## config.mk

```make
export PLATFORM = sky130hd
export DESIGN_NAME = circular_buffer_reader
export DESIGN_NICKNAME = d
export VERILOG_FILES = /design/src/rtl/circular_buffer_pkg.sv /design/src/rtl/cb_word_serializer.sv /design/src/rtl/circular_buffer_reader.sv
export SDC_FILE = /design/constraint.sdc
export NUM_CORES = 1
export LEC_CHECK = 0
export CAP_MARGIN = 20
export CORE_MARGIN = 4
export CORE_UTILIZATION = 35
export CTS_BUF_LIST = sky130_fd_sc_hd__clkbuf_16
export CTS_CLUSTER_DIAMETER = 50
export DETAILED_ROUTE_END_ITERATION = 6
export PLACE_DENSITY = 0.73
export RECOVER_POWER = 100
export SLEW_MARGIN = 0
export SYNTH_ARGS = -nofsm -noshare
export SYNTH_HDL_FRONTEND = slang
export SYNTH_SLANG_ARGS = --single-unit
```

## constraint.sdc

```tcl
create_clock -name clk_i -period 3.26 [get_ports clk_i]
set_input_delay 0.489 -clock clk_i [delete_from_list [all_inputs] [get_ports clk_i]]
set_output_delay 0.489 -clock clk_i [all_outputs]
set_load 0.02 [all_outputs]
```

## src/rtl/circular_buffer_pkg.sv

```systemverilog
// circular_buffer_pkg: shared types and constants for the circular trace buffer and its reader
package circular_buffer_pkg;
  typedef enum logic [2:0] {IDLE, ISSUE, CAPTURE, SEND, DONE} state_e;
  localparam int BYTES_PER_WORD = 4;
  localparam int N_DEFAULT = 6;
endpackage

```

## src/rtl/cb_word_serializer.sv

```systemverilog
// cb_word_serializer: splits a loaded 32-bit word into a valid/ready byte stream, LSB first
module cb_word_serializer
  import circular_buffer_pkg::*;
(
  input  logic        clk_i,
  input  logic        rst_ni,
  input  logic        load_i,
  input  logic [31:0] word_i,
  input  logic        ready_i,
  output logic [7:0]  byte_o,
  output logic        valid_o,
  output logic        last_o
);
  localparam int CNT_W = $clog2(BYTES_PER_WORD);
  logic [31:0] word_q, word_d;
  logic [CNT_W-1:0] cnt_q, cnt_d;
  logic valid_q, valid_d;
  logic fire;
  assign fire = valid_q & ready_i;
  assign last_o = cnt_q == CNT_W'(BYTES_PER_WORD - 1);
  assign valid_o = valid_q;
  assign byte_o = word_q[{cnt_q, 3'b000} +: 8];
  always_comb begin
    word_d = load_i ? word_i : word_q;
    cnt_d = load_i ? '0 : fire ? cnt_q + 1'b1 : cnt_q;
    valid_d = load_i ? 1'b1 : (fire && last_o) ? 1'b0 : valid_q;
  end
  always_ff @(posedge clk_i or negedge rst_ni) begin
    if (!rst_ni) begin
      word_q <= '0;
      cnt_q <= '0;
      valid_q <= 1'b0;
    end else begin
      word_q <= word_d;
      cnt_q <= cnt_d;
      valid_q <= valid_d;
    end
  end
endmodule

```

## src/rtl/circular_buffer_reader.sv

```systemverilog
// circular_buffer_reader: walks a range of trace buffer entries and streams them out as bytes
module circular_buffer_reader
  import circular_buffer_pkg::*;
#(
  parameter int N = N_DEFAULT,
  parameter int IDX_W = 20
) (
  input  logic             clk_i,
  input  logic             rst_ni,
  input  logic             start_i,
  input  logic [N-1:0]     first_idx_i,
  input  logic [N:0]       num_words_i,
  output logic [IDX_W-1:0] read_index_o,
  input  logic [31:0]      read_data_i,
  output logic [7:0]       byte_o,
  output logic             byte_valid_o,
  input  logic             byte_ready_i,
  output logic             busy_o,
  output logic             done_o
);
  localparam logic [N:0] DEPTH = {1'b1, {N{1'b0}}};
  state_e state_q, state_d;
  logic [N-1:0] idx_q, idx_d;
  logic [N:0] rem_q, rem_d;
  logic last, word_sent;
  cb_word_serializer u_ser (
    .clk_i  (clk_i),
    .rst_ni (rst_ni),
    .load_i (state_q == CAPTURE),
    .word_i (read_data_i),
    .ready_i(byte_ready_i),
    .byte_o (byte_o),
    .valid_o(byte_valid_o),
    .last_o (last)
  );
  assign word_sent = byte_valid_o & byte_ready_i & last;
  assign read_index_o = {{(IDX_W - N){1'b0}}, idx_q};
  assign busy_o = state_q inside {ISSUE, CAPTURE, SEND};
  assign done_o = state_q == DONE;
  always_comb begin
    state_d = state_q;
    idx_d = idx_q;
    rem_d = rem_q;
    case (state_q)
      IDLE: if (start_i) begin
        idx_d = first_idx_i;
        rem_d = num_words_i == '0 ? DEPTH : num_words_i;
        state_d = ISSUE;
      end
      ISSUE: state_d = CAPTURE;
      CAPTURE: state_d = SEND;
      SEND: if (word_sent) begin
        rem_d = rem_q - 1'b1;
        idx_d = idx_q + 1'b1;
        state_d = rem_q == (N+1)'(1) ? DONE : ISSUE;
      end
      default: state_d = IDLE;
    endcase
  end
  always_ff @(posedge clk_i or negedge rst_ni) begin
    if (!rst_ni) begin
      state_q <= IDLE;
      idx_q <= '0;
      rem_q <= '0;
    end else begin
      state_q <= state_d;
      idx_q <= idx_d;
      rem_q <= rem_d;
    end
  end
endmodule

```

==> flow_summary.ini <==
[clocking]
clock_path_buffers = 2
clkTransAtPathRegs_ps = 70
cts_hold_buf = 0
post_cts_buffers = 0
postCtsResizedCells = 0
ctsRootBufferMaster = clkbuf_16
cts_max_level = 2
cts_buffers = 5
cts.sinks = 51
clkLatencyLatePin_ps = 280
cts_tree = yes

[detailed_routing]
drc = 0
routed_wl_um = 5440
antenna_left = 0
vias = 1817
drtIter0Drc = 60
post_drt_wl_per_cell_um = 14.4
first_pass_iters = 4
avgViaCountPerCell = 4.82

[min_path]
hold_path.class = flip-flop to flip-flop
hold_path_depth = 1
hold_end = u_ser.word_q[17]$_DFFE_PN0P_
hp-start = u_ser.word_q[17]$_DFFE_PN0P_

[timing]
tightest_slew_ps = 1790
slew_headroom_pct = -19.4
hold_viol = 0
fmax_ghz = 0.365
setup_tns_ps = 0
setup_viol = 0
period_needed_ps = 2740
clock_skew_ps = 3.20
slew_violations = 68
fin_crit_sh_pct = 84.1
rsz0062_at_grt = no

[final_layout]
syn_to_final_growth_pct = 30.0
layout.nets = 330
multi_input_area_um2 = 1190
diodes = 0
drive_gt1_share_pct = 18.0
num-fill-cells = 674
ff_latch_area_um2 = 1280
fin_area_um2 = 3420

[setup_path]
r2r_start = state_q[1]$_DFFE_PN0P_
path_class = flip-flop to output pin
cpLargestDelayFamily = flip-flops
crit_chain = mux4_2, dlygate4sd3_1
cp.required_ps = 2770
r2r_slack_ps = 630
rr_endpoint = u_ser.word_q[14]$_DFFE_PN0P_
cp-start-kind = flip-flop
arrival_ps = 2250
end_kind = output pin
crit_path_max_incr_delay_ps = 730
cp_num_buf_inv = 1
reg2reg_depth = 3
crit_fanout = 10
cp_slowest_cell = dfrtp_1

[power_and_ir_drop]
p_int_w = 0.00195
switching_power_w = 0.000971
powerDensity_nw_per_um2 = 854
p_sw_share_pct = 33.3
p_seq_share_pct = 39.8
clkPwrFrac_pct = 20.1
vdd_ir_drop_max_mv = 0.368
power_leakage_nw = 1.44
power_frac_comb_pct = 40.1

[logic_synthesis]
avgSynthCellArea_um2 = 12.2
syn_area_um2 = 2630
yosys_warnings = 0
yosysUniqueCellTypes = 42
yosysSeqAreaShare_pct = 48.5
synth-seq-cells = 51
synth_cells = 215

[floorplan]
initial_core_util_pct = 36.1
fp.dieH_um = 94.7
rows = 31
io_pins = 80
core-area_um2 = 7290
die_w_um = 94.7
die-area_um2 = 8970

[run_status]
status = finished, violations left
violations = capacitance limit, slew limit

[global_route]
grt_max_degree = 36
grt_pass1_wl_um = 8730
grt_pass1_vias = 1833
grt_usage_pct = 12.3
met3_usage_pct = 2.47
grt_overflow = 0
gr-usage-met1_pct = 17.2
grt_use_met2_pct = 19.7
top_usage_layer = met2
antenna_found_initial = 0

[placed_design]
place_hpwl_um = 4010
routabilityCongestion = 0.759
placed_cell_area_um2 = 3270
port-buffer-count = 65

[run]
drv_cap = 2
## registers in the layout, indices dropped and copies added (netlist names)
register       flops
u_ser.word_q      32
rem_q              7
idx_q              6
state_q            3
u_ser.cnt_q        2
u_ser.valid_o      1
## cell usage in the layout, fill, tap and decap left out, types with 2 or more instances in the layout
cell             synthesis  layout
o22a_1                   2       2
nor4_1                   3       3
ha_1                     4       4
a21oi_1                 12      12
a21o_1                   2       2
and3_1                   3       3
mux4_2                   8       8
mux2_1                   2       3
nand3_1                  5       5
nor2_1                  18      18
dlygate4sd3_1            0      17
and2_0                   1       2
inv_1                    2       2
mux2i_1                  2       2
mux2_2                  30      29
nand2b_1                 2       2
conb_1                   1      14
nand2_1                  5       5
clkdlybuf4s50_1          0      47
clkbuf_1                 0       2
clkbuf_16                0       5
nor3b_1                  3       4
dfrtp_1                 51      51
nor3_1                   2       2
o21ai_0                 15      15
## synthesized netlist by cell type, drive strengths merged
library cell	n	share of area (%)
a211oi	2	0.76
a21o	2	0.57
a21oi	13	2.9
a2bb2oi	1	0.33
a31oi	1	0.24
a41oi	1	0.33
and2	3	0.71
and3	3	0.71
and3b	1	0.38
and4	1	0.33
buf	24	7.0
clkbuf	1	0.19
conb	1	0.14
dfrtp	51	49
ha	4	1.9
inv	2	0.29
mux2	32	14
mux2i	2	0.76
mux4	8	6.9
nand2	5	0.71
nand2b	2	0.48
nand3	5	0.95
nand3b	1	0.29
nand4b	1	0.33
nor2	18	2.6
nor3	2	0.38
nor3b	4	1.6
nor4	3	0.71
nor4b	1	0.90
o21ai	15	2.9
o22a	2	0.67
o2bb2ai	1	0.33
or3	1	0.24
xor2	1	0.33
## per-stage QoR
step | utilization (%) | worst slack (ps) | hold WS, ps | total power [W] | std cells
final | 46.9 | 519 | 504 | 0.00292 | 377
after global routing | 46.9 | 405 | 519 | 0.00312 | 377
after CTS | 47.2 | 570 | 253 | 0.00302 | 377
after detailed placement | 44.9 | 885 | 494 | 0.00242 | 369
after global placement | 44.9 | 922 | 475 | 0.00237 | 369
after floorplan | - | 1590 | 193 | 0.00196 | 228
## worst max-delay path by stage
stage | startpoint | to | slack [ps] | cells past startpoint
after floorplan | u_ser.cnt_q[0]$_DFFE_PN0P_ | byte_o[0] | 1590 | 2
after global placement | u_ser.cnt_q[0]$_DFFE_PN0P_ | byte_o[7] | 920 | 2
after detailed placement | u_ser.cnt_q[0]$_DFFE_PN0P_ | byte_o[4] | 880 | 2
after CTS | u_ser.cnt_q[0]$_DFFE_PN0P_ | byte_o[4] | 570 | 2
after global routing | state_q[1]$_DFFE_PN0P_ | u_ser.word_q[6]$_DFFE_PN0P_ | 400 | 3
final | u_ser.cnt_q[0]$_DFFE_PN0P_ | byte_o[4] | 520 | 2
## routing by layer
metal | wire (µm) | vias to the layer above
met4 | 38 | 0
met3 | 328 | 5
met5 | 0 | -
li1 | - | 877
met2 | 2480 | 57
met1 | 2590 | 878
## kinds of logic (layout without fill, tap and decap cells)
| kind of cell | count (synthesis) | in the layout | share of synthesized area (%) |
|---|---|---|---|
| other cells | 1 | 14 | 0.143 |
| compound gates | 38 | 38 | 8.99 |
| flops | 51 | 51 | 48.5 |
| xor+xnor | 1 | 1 | 0.333 |
| simple gates | 51 | 51 | 11.3 |
| fa+ha+maj | 4 | 4 | 1.90 |
| buf+inv | 27 | 77 | 7.52 |
| mux | 42 | 42 | 21.3 |
## cell type report
type,instances,area share (%)
multi-input cells,150,34.7
clock inverters,3,1.28
repair buffers,67,19.2
well taps,99,3.62
clock buffers,5,3.66
inverters,2,0.220
flip-flops and latches,51,37.3
## power groups by stage
stage,clock network [W],registers [W],logic [W]
after floorplan,0,0.00111,0.000852
after global placement,0,0.00116,0.00121
after detailed placement,0,0.00118,0.00124
after CTS,0.000608,0.00117,0.00125
after global routing,0.000630,0.00121,0.00128
final,0.000586,0.00116,0.00117
(Power assumes the default switching activity.)
